$ cat src/rtl/ctr_pkg.sv
// Shared types and constants for the counter sequencing controller.
package ctr_pkg;

    typedef enum logic [1:0] {
        ST_IDLE = 2'd0,
        ST_RUN  = 2'd1,
        ST_DONE = 2'd2
    } ctr_state_t;

    localparam logic DIR_UP   = 1'b0;
    localparam logic DIR_DOWN = 1'b1;

endpackage : ctr_pkg

$ cat src/rtl/clk_prescaler.sv
// Clock-enable prescaler: counts enabled cycles and flags the last cycle of
// each DIV-cycle period. The caller qualifies tick with its own enable.
module clk_prescaler #(
    parameter int DIV   = 1,
    parameter int PRE_W = 8
) (
    input  logic clk,
    input  logic rst,
    input  logic clr,
    input  logic en,
    output logic tick
);

    localparam logic [PRE_W-1:0] PRE_MAX = PRE_W'(DIV - 1);

    logic [PRE_W-1:0] pre_r;

    // Terminal phase of the prescaler period.
    always_comb begin
        tick = (pre_r == PRE_MAX);
    end

    // Prescaler counter: clear wins, otherwise advance and roll over on tick.
    always_ff @(posedge clk) begin
        if (rst) begin
            pre_r <= {PRE_W{1'b0}};
        end else if (clr) begin
            pre_r <= {PRE_W{1'b0}};
        end else if (en) begin
            if (tick) begin
                pre_r <= {PRE_W{1'b0}};
            end else begin
                pre_r <= pre_r + {{(PRE_W-1){1'b0}}, 1'b1};
            end
        end else begin
            pre_r <= pre_r;
        end
    end

endmodule : clk_prescaler

$ cat src/rtl/counter_ctrl.sv
// Run/stop sequencing controller owning the count register, a prescaled
// step enable and registered step/wrap/done event pulses.
module counter_ctrl
    import ctr_pkg::*;
#(
    parameter int WIDTH = 2,
    parameter int DIV   = 1,
    parameter int PRE_W = 8
) (
    input  logic             clk,
    input  logic             rst,
    input  logic             start,
    input  logic             stop,
    input  logic             load,
    input  logic [WIDTH-1:0] load_val,
    input  logic [WIDTH-1:0] term_val,
    input  logic             dir,
    input  logic             oneshot,
    output logic [WIDTH-1:0] count,
    output logic             busy,
    output logic             step,
    output logic             wrap,
    output logic             done
);

    ctr_state_t       state_r, state_nx_s;
    logic [WIDTH-1:0] count_r, count_nx_s;
    logic             dir_r, dir_nx_s;
    logic             oneshot_r, oneshot_nx_s;
    logic             busy_r, step_r, wrap_r, done_r;
    logic             step_nx_s, wrap_nx_s;
    logic             pre_clr_s, pre_en_s, tick_s;

    clk_prescaler #(
        .DIV   (DIV),
        .PRE_W (PRE_W)
    ) u_prescaler (
        .clk  (clk),
        .rst  (rst),
        .clr  (pre_clr_s),
        .en   (pre_en_s),
        .tick (tick_s)
    );

    // Next-state, next-count and event pulse decode.
    always_comb begin
        state_nx_s   = state_r;
        count_nx_s   = count_r;
        dir_nx_s     = dir_r;
        oneshot_nx_s = oneshot_r;
        step_nx_s    = 1'b0;
        wrap_nx_s    = 1'b0;
        pre_clr_s    = 1'b0;
        pre_en_s     = 1'b0;
        case (state_r)
            ST_IDLE: begin
                if (load) begin
                    count_nx_s = load_val;
                end else begin
                    count_nx_s = count_r;
                end
                // stop beats a coincident start, keeping the block idle
                if (start && !stop) begin
                    dir_nx_s     = dir;
                    oneshot_nx_s = oneshot;
                    pre_clr_s    = 1'b1;
                    state_nx_s   = ST_RUN;
                end else begin
                    state_nx_s   = ST_IDLE;
                end
            end
            ST_RUN: begin
                // stop freezes both count and prescaler, even on a tick cycle
                if (stop) begin
                    state_nx_s = ST_IDLE;
                end else begin
                    pre_en_s = 1'b1;
                    if (tick_s) begin
                        if (dir_r == DIR_UP) begin
                            if (count_r == term_val) begin
                                if (oneshot_r) begin
                                    state_nx_s = ST_DONE;
                                end else begin
                                    count_nx_s = {WIDTH{1'b0}};
                                    step_nx_s  = 1'b1;
                                    wrap_nx_s  = 1'b1;
                                end
                            end else begin
                                count_nx_s = count_r + {{(WIDTH-1){1'b0}}, 1'b1};
                                step_nx_s  = 1'b1;
                            end
                        end else begin
                            if (count_r == {WIDTH{1'b0}}) begin
                                if (oneshot_r) begin
                                    state_nx_s = ST_DONE;
                                end else begin
                                    count_nx_s = term_val;
                                    step_nx_s  = 1'b1;
                                    wrap_nx_s  = 1'b1;
                                end
                            end else begin
                                count_nx_s = count_r - {{(WIDTH-1){1'b0}}, 1'b1};
                                step_nx_s  = 1'b1;
                            end
                        end
                    end else begin
                        count_nx_s = count_r;
                    end
                end
            end
            ST_DONE: begin
                state_nx_s = ST_IDLE;
            end
            default: begin
                state_nx_s = ST_IDLE;
            end
        endcase
    end

    // State, count, latched run options and registered event outputs.
    always_ff @(posedge clk) begin
        if (rst) begin
            state_r   <= ST_IDLE;
            count_r   <= {WIDTH{1'b0}};
            dir_r     <= 1'b0;
            oneshot_r <= 1'b0;
            busy_r    <= 1'b0;
            step_r    <= 1'b0;
            wrap_r    <= 1'b0;
            done_r    <= 1'b0;
        end else begin
            state_r   <= state_nx_s;
            count_r   <= count_nx_s;
            dir_r     <= dir_nx_s;
            oneshot_r <= oneshot_nx_s;
            busy_r    <= (state_nx_s == ST_RUN);
            step_r    <= step_nx_s;
            wrap_r    <= wrap_nx_s;
            done_r    <= (state_nx_s == ST_DONE);
        end
    end

    assign count = count_r;
    assign busy  = busy_r;
    assign step  = step_r;
    assign wrap  = wrap_r;
    assign done  = done_r;

endmodule : counter_ctrl

$ cat config.mk
export PLATFORM = sky130hd
export DESIGN_NAME = counter_ctrl
export DESIGN_NICKNAME = d
export VERILOG_FILES = /design/src/rtl/ctr_pkg.sv /design/src/rtl/clk_prescaler.sv /design/src/rtl/counter_ctrl.sv
export SDC_FILE = /design/constraint.sdc
export NUM_CORES = 1
export LEC_CHECK = 0
export CELL_PAD_IN_SITES_DETAIL_PLACEMENT = 0
export CELL_PAD_IN_SITES_GLOBAL_PLACEMENT = 2
export CORE_AREA = 8 8 66 68
export CTS_BUF_LIST = sky130_fd_sc_hd__clkbuf_16
export CTS_CLUSTER_DIAMETER = 30
export CTS_CLUSTER_SIZE = 30
export DETAILED_ROUTE_END_ITERATION = 10
export DIE_AREA = 0 0 74 76
export PLACE_DENSITY_LB_ADDON = 0.1
export SLEW_MARGIN = 20
export SYNTH_ARGS = -nofsm -noshare
export SYNTH_HDL_FRONTEND = slang
export SYNTH_SLANG_ARGS = --single-unit
$ cat constraint.sdc
create_clock -name clk -period 1.9 [get_ports clk]
set_clock_uncertainty 0.1 [all_clocks]
set_input_delay 0.19 -clock clk [delete_from_list [all_inputs] [get_ports clk]]
set_output_delay 0.19 -clock clk [all_outputs]
set_load 0.05 [all_outputs]
==> results.yml <==
status:
  status: "complete, no violations"
pwr:
  power.density_mw_per_mm2: 780
  p_leak_uw: 0.000473
  vdd_drop_max_mv: 0.399
setup_path:
  critPathArrivalTime_ps: 1780
  cp_max_fo: 8
  cp-start-kind: "register"
  cp_data_required_time_ps: 1980
  reg2reg_setup_slack_ps: 200
  end_kind: "register"
  cp_cell_sequence: "inv_1 > ha_1 > nor4b_1 > and2_2 > a211o_2 > a21oi_1"
  crit_type: "register to register"
  cpPeakStageDelay_ps: 420
  critPathSlowestCell: "a211o_2"
  path_delay_family: "compound AO/OA/AOI/OAI gates"
  path_buf_inv: 1
placed_design:
  io_buffers: 16
  placed_cells: 175
  gp_congestion: 0.773
  hpwl_um: 1720
  placed_area_mm2: 0.00119
yosys:
  yosysTopAreaCell: "dfxtp_1"
  yosysTopAreaCellShare_pct: 37.8
  yosys_warnings: 0
  synth_most_common_cell: "dfxtp_1"
  ys_types: 36
  syn_nets: 123
  synth_seq_area_share_pct: 37.8
  synthCells: 108
  synth_edf_count: 0
  yosys-top-cells-area: "dfxtp_1, ha_1, nor2_1"
  yosys_register_bits: 18
  synth_ff_type: "dfxtp_1"
  async_flop_share_pct: 0
  synth_area_per_cell_um2: 8.82
  syn_area_um2: 952
  ys_top_cells_by_count: "dfxtp_1, nor2_1, inv_1"
routing:
  postRouteAntennaNets: 0
  wl_um: 2220
  drt_iter0_markers: 53
  drc: 0
  vias_per_cell: 4.47
  wire_per_inst_um: 12.4
  vias: 800
  drt_pass1_iterations: 4
die:
  start_util_pct: 27.7
  die_w_um: 74
  die_h_um: 76
  rows: 22
  coreArea_mm2: 0.00344
  die_area_mm2: 0.00562
  ios: 17
cts:
  post_cts_buffers: 0
  htree_levels: 1
  cts_resized: 0
  numCtsBuffers: 3
  clk_pin_slew_ps: 50
  insertion_delay_ps: 250
  cts.sinks: 18
  hold_buffers: 0
  cts_tree: "yes"
  clock-root-buffer: "clkbuf_16"
  clk_path_buf_depth: 2
timing:
  fmax_ghz: 0.588
  maxSlewViolCount: 0
  rsz0062_at_grt: "no"
  fin_setup_tns_ps: 0
  slew_headroom_pct: 66.0
  fin_crit_sh_pct: 89.6
  worst_slew_pin_slew_ps: 509
  hold_viol: 0
  fin_hold_ws_ps: 416
  setup_viol: 0
  fin_crit_ps: 1700
global_routing:
  grt_pass1_vias: 853
  overflow: 0
  grt_pass1_wl_um: 3880
  track_usage_pct: 8.40
  antenna_found_initial: 0
  grt_max_degree: 11
flow_run:
  drv.max_cap_violation_count: 0
finish:
  n_antenna_cell: 0
  syn_to_final_growth_pct: 33.0
  final_layout_size_suffix_gt1_share_pct: 13.7
  multi_input_area_um2: 541
  fin_nets: 147
  final_cell_count_no_fill: 179
  nFillCells: 349
  seq_area_um2: 360
  final_area_mm2: 0.00127
min_path:
  min_path_type: "register to register"
state kept, by name, indices dropped and copies added (netlist names):
name	flops
done	1
state_r	2
dir_r	1
oneshot_r	1
u_prescaler.pre_r	8
step	1
wrap	1
count	2
busy	1
metal layers:
layer  GRT usage [%]  up-vias  routed length, µm
met1            10.4      362               1120
met4            1.80        0                  6
met5               0        -                  0
met3            2.50        2                 63
li1                -      425                  -
met2            13.6       11               1030
worst reg2reg max path, cell delays in order, from the launching register on:
cell     delay [ps]
dfxtp_1         370
inv_1            60
ha_1            190
nor4b_1         150
and2_2          200
a211o_2         420
a21oi_1         140
layout by cell type (no fill, tap or decap), types with 4 or more instances in the layout:
cell	synthesis	layout
dfxtp_1	18	18
clkdlybuf4s50_1	0	14
nor2_1	13	13
inv_1	9	9
buf_4	0	7
a21oi_1	6	6
nand2_1	5	5
nand4_1	4	4
xor2_1	4	4
ha_1	4	4
worst paths after layout:
check | startpoint | end | cells past startpoint
max | u_prescaler.pre_r[0]$_SDFFE_PP0P_ | u_prescaler.pre_r[6]$_SDFFE_PP0P_ | 6
min | u_prescaler.pre_r[7]$_SDFFE_PP0P_ | u_prescaler.pre_r[7]$_SDFFE_PP0P_ | 2
max reg2reg | u_prescaler.pre_r[0]$_SDFFE_PP0P_ | u_prescaler.pre_r[6]$_SDFFE_PP0P_ | 6
min reg2reg | u_prescaler.pre_r[7]$_SDFFE_PP0P_ | u_prescaler.pre_r[7]$_SDFFE_PP0P_ | 2
power breakdown:
group | switching [µW] | internal (µW)
Combinational | 86.6 | 77.9
Clock | 145 | 280
Sequential | 10.8 | 388
Total | 242 | 746
kinds of logic after synthesis:
| group | after synthesis | share of synthesized area (%) |
|---|---|---|
| AO/OA/AOI/OAI | 21 | 14.9 |
| XOR/XNOR | 7 | 6.44 |
| flip-flops | 18 | 37.8 |
| adder cells (fa/ha/maj) | 4 | 5.26 |
| multiplexers | 2 | 2.10 |
| AND/OR/NAND/NOR | 45 | 28.1 |
| buffers and inverters | 11 | 5.39 |
layout make-up:
class                           count  share of cell area, %
Multi-Input combinational cell     79                   42.7
Clock inverter                      1                  0.296
Clock buffer                        3                   5.93
Inverter                            9                   2.67
Sequential cell                    18                   28.5
Tap cell                           48                   4.74
Timing Repair Buffer               21                   15.2
through the flow:
| step | worst slack (ps) | power, µW | utilization [%] |
|---|---|---|---|
| after floorplan | 71.0 | 508 | - |
| after global placement | 110 | 575 | 34.5 |
| after detailed placement | 82.7 | 574 | 34.5 |
| after CTS | 175 | 1000 | 36.8 |
| after global routing | 116 | 1030 | 36.8 |
| final | 198 | 988 | 36.8 |
(Power assumes the default switching activity.)
==> RTL change: new RTL, same settings <==
Register the input `oneshot` before use, cleared by the reset. The logic sees it one clock later. The other inputs are not delayed to match.
--- a/src/rtl/counter_ctrl.sv
+++ b/src/rtl/counter_ctrl.sv
@@ -22,6 +22,16 @@
     output logic             wrap,
     output logic             done
 );
+
+    logic oneshot_q;
+
+    always_ff @(posedge clk) begin
+        if (rst) begin
+            oneshot_q <= '0;
+        end else begin
+            oneshot_q <= oneshot;
+        end
+    end
 
     ctr_state_t       state_r, state_nx_s;
     logic [WIDTH-1:0] count_r, count_nx_s;
@@ -62,7 +72,7 @@
                 // stop beats a coincident start, keeping the block idle
                 if (start && !stop) begin
                     dir_nx_s     = dir;
-                    oneshot_nx_s = oneshot;
+                    oneshot_nx_s = oneshot_q;
                     pre_clr_s    = 1'b1;
                     state_nx_s   = ST_RUN;
                 end else begin
Check against the original RTL: not equivalent (a bounded check fails within 4 cycles, from zero or initial values and one cycle with rst high).
==> RTL change against the original RTL <==
  * Non-clock buffer count is 2 lower
  * Area after synthesis is 2.8% higher
  * Final area is 1.8% higher
  * Wire length down 9.1%
  * Sequential cell count is 1 higher
  * Die area stayed put
  * Clock power barely moved
  * Via count is 3.9% lower
  * First-iteration DRC count decreased by 23%
  * Setup slack got worse by 57 ps
  * Critical path depth shrank 5
  * Total power up 1.1%
  * Global-route usage decreased by 0.50 points
  * Sequential share of layout area up 1.3 points
  * Largest cell class unchanged
==> RTL change: results (changes against the original RTL) <==
Outcome
The flow ran to the end, and the final reports show no timing, DRC or antenna violations.

Critical path
The cell family with the largest share of critical-path delay is buffers and inverters. The biggest fanout along the worst timing path is 6 (-2). The delay of the slowest cell on the worst path is 830 ps (+410 ps). The arrival time reported for the critical path endpoint is 1470 ps (-310 ps). For this design, the slowest cell found on the critical path is sky130_fd_sc_hd__clkdlybuf4s50_1.

Worst hold path
The worst hold path belongs to the class flip-flop to flip-flop.

Placement
The placed instance area came to 0.00121 mm2 (+1.8%). The final RePlAce weighted congestion is 0.702 (-9.2%). The number of port buffers was 16 (unchanged). The HPWL after detailed placement was 1.66 mm (-3.4%).

Yosys
By count the netlist is led by sky130_fd_sc_hd__dfxtp_1 (19), sky130_fd_sc_hd__nor2_1 (17), sky130_fd_sc_hd__nand2_1 (7). The mux share of post-synthesis cell area is 0.0524 (+0.0314). The area share of fa/ha/maj cells after synthesis is 0.0512 (-0.00141). The number of standard cells after synthesis was 105 (-2.8%). The share of the yosys chip area belonging to registers is 0.389 (+0.0103). The area fraction in compound gates after synthesis is 0.0908 (-0.0577). The post-synthesis net count is 120 (-2.4%).

The main flop type after synthesis is sky130_fd_sc_hd__dfxtp_1. After synthesis, the cell types taking the most area are sky130_fd_sc_hd__dfxtp_1 (39%), sky130_fd_sc_hd__nor2_1 (6.5%), sky130_fd_sc_hd__xor2_1 (5.4%). The distinct cell type count after synthesis is 34 (-5.6%). The synthesized-area fraction occupied by xor and xnor cells is 0.0959 (+0.0315).

Detailed routing
The uppermost layer routed is met4. The sum of routed wire segments on met1 is 893 um (-20%). The met3 routed wirelength was 61 um (-3.2%). The mean number of vias per cell was 4.45 (-0.54%). The met2 routed wirelength was 1.05 mm (+1.9%). The DRC marker count from the first detailed-route iteration is 41 (-23%). The average wire per cell in the routed design is 11.7 um (-6.0%). The post-detailed-route count of antenna-violating nets is 0 (unchanged).

Global route
The via count of the first global-routing pass is 816 (-4.3%). The pin count of the biggest net entering global routing is 12 (+1). The met2 capacity usage during global routing is 0.137 (+0.000880). The all-layer global routing usage is 0.0791 (-0.00497).

The first-pass GRT wire length came to 3.59 mm (-7.5%). The met1 track utilization from global routing is 0.0869 (-0.0175).

Final layout
The most flop-heavy register is u_prescaler.pre_r. The final cell count without fillers is 173 (-3.4%). The net count reported at finish is 141 (-4.1%). The number of antenna repair diodes was 0 (unchanged). The fraction of final layout cells sized beyond drive strength 1 was 0.136 (-0.00140). The filler cell count in the final layout is 356 (+2.0%).

Clock network
The quantity of gates resized following cts is 0 (unchanged). The number of buffers created by CTS came to 3 (unchanged).

Power
The maximum vdd drop is 0.302 mV (-24%). The internal power of the cells came to 763 uW (+2.4%). The cell leakage power is 0.483 nW (+2.3%).

Timing
The actual transition at the worst max-transition pin is 496 ps (-12.8 ps).
[RTL change: final timing paths]
path / startpoint / to / slack, ps / depth (start not counted)
max: count[0] / count[0] / 140 / 1
min: oneshot_q / oneshot_r / 370 / 2
max reg2reg: count[0] / count[1] / 220 / 6
min reg2reg: oneshot_q / oneshot_r / 370 / 2
[RTL change: worst reg2reg max path, cell delays in order (launching register included)]
cell and delay [ps]:
sky130_fd_sc_hd__dfxtp_2 400, sky130_fd_sc_hd__inv_1 80, sky130_fd_sc_hd__ha_1 260, sky130_fd_sc_hd__mux2_2 240, sky130_fd_sc_hd__nand2_1 40, sky130_fd_sc_hd__a311o_1 350, sky130_fd_sc_hd__mux2i_1 130
[RTL change: metrics by stage]
| stage | power, mW | util | setup WS (ps) | hold slack, ps |
|---|---|---|---|---|
| 3_5_place_dp | 0.584 | 0.351 | 139 | 360 |
| 5_1_grt | 1.05 | 0.375 | 95.4 | 402 |
| 3_3_place_gp | 0.584 | 0.351 | 140 | 350 |
| 2_1_floorplan | 0.528 | - | 129 | 218 |
| 6_report | 0.999 | 0.375 | 141 | 367 |
| 4_1_cts | 1.02 | 0.375 | 123 | 374 |
[RTL change: power by group through the flow]
stage	clock (mW)	combinational [mW]	sequential, mW
floorplan	0	0.0785	0.450
global placement	0	0.150	0.434
detailed placement	0	0.150	0.434
CTS	0.440	0.151	0.425
global route	0.463	0.165	0.427
finish	0.426	0.148	0.425
[RTL change: final cells by class]
class,count,share of cell area
clock buffers,3,0.0583
clock inverters,1,0.00388
inverters,4,0.0117
multi-input cells,79,0.441
flip-flops and latches,19,0.297
well taps,48,0.0466
repair buffers,19,0.142
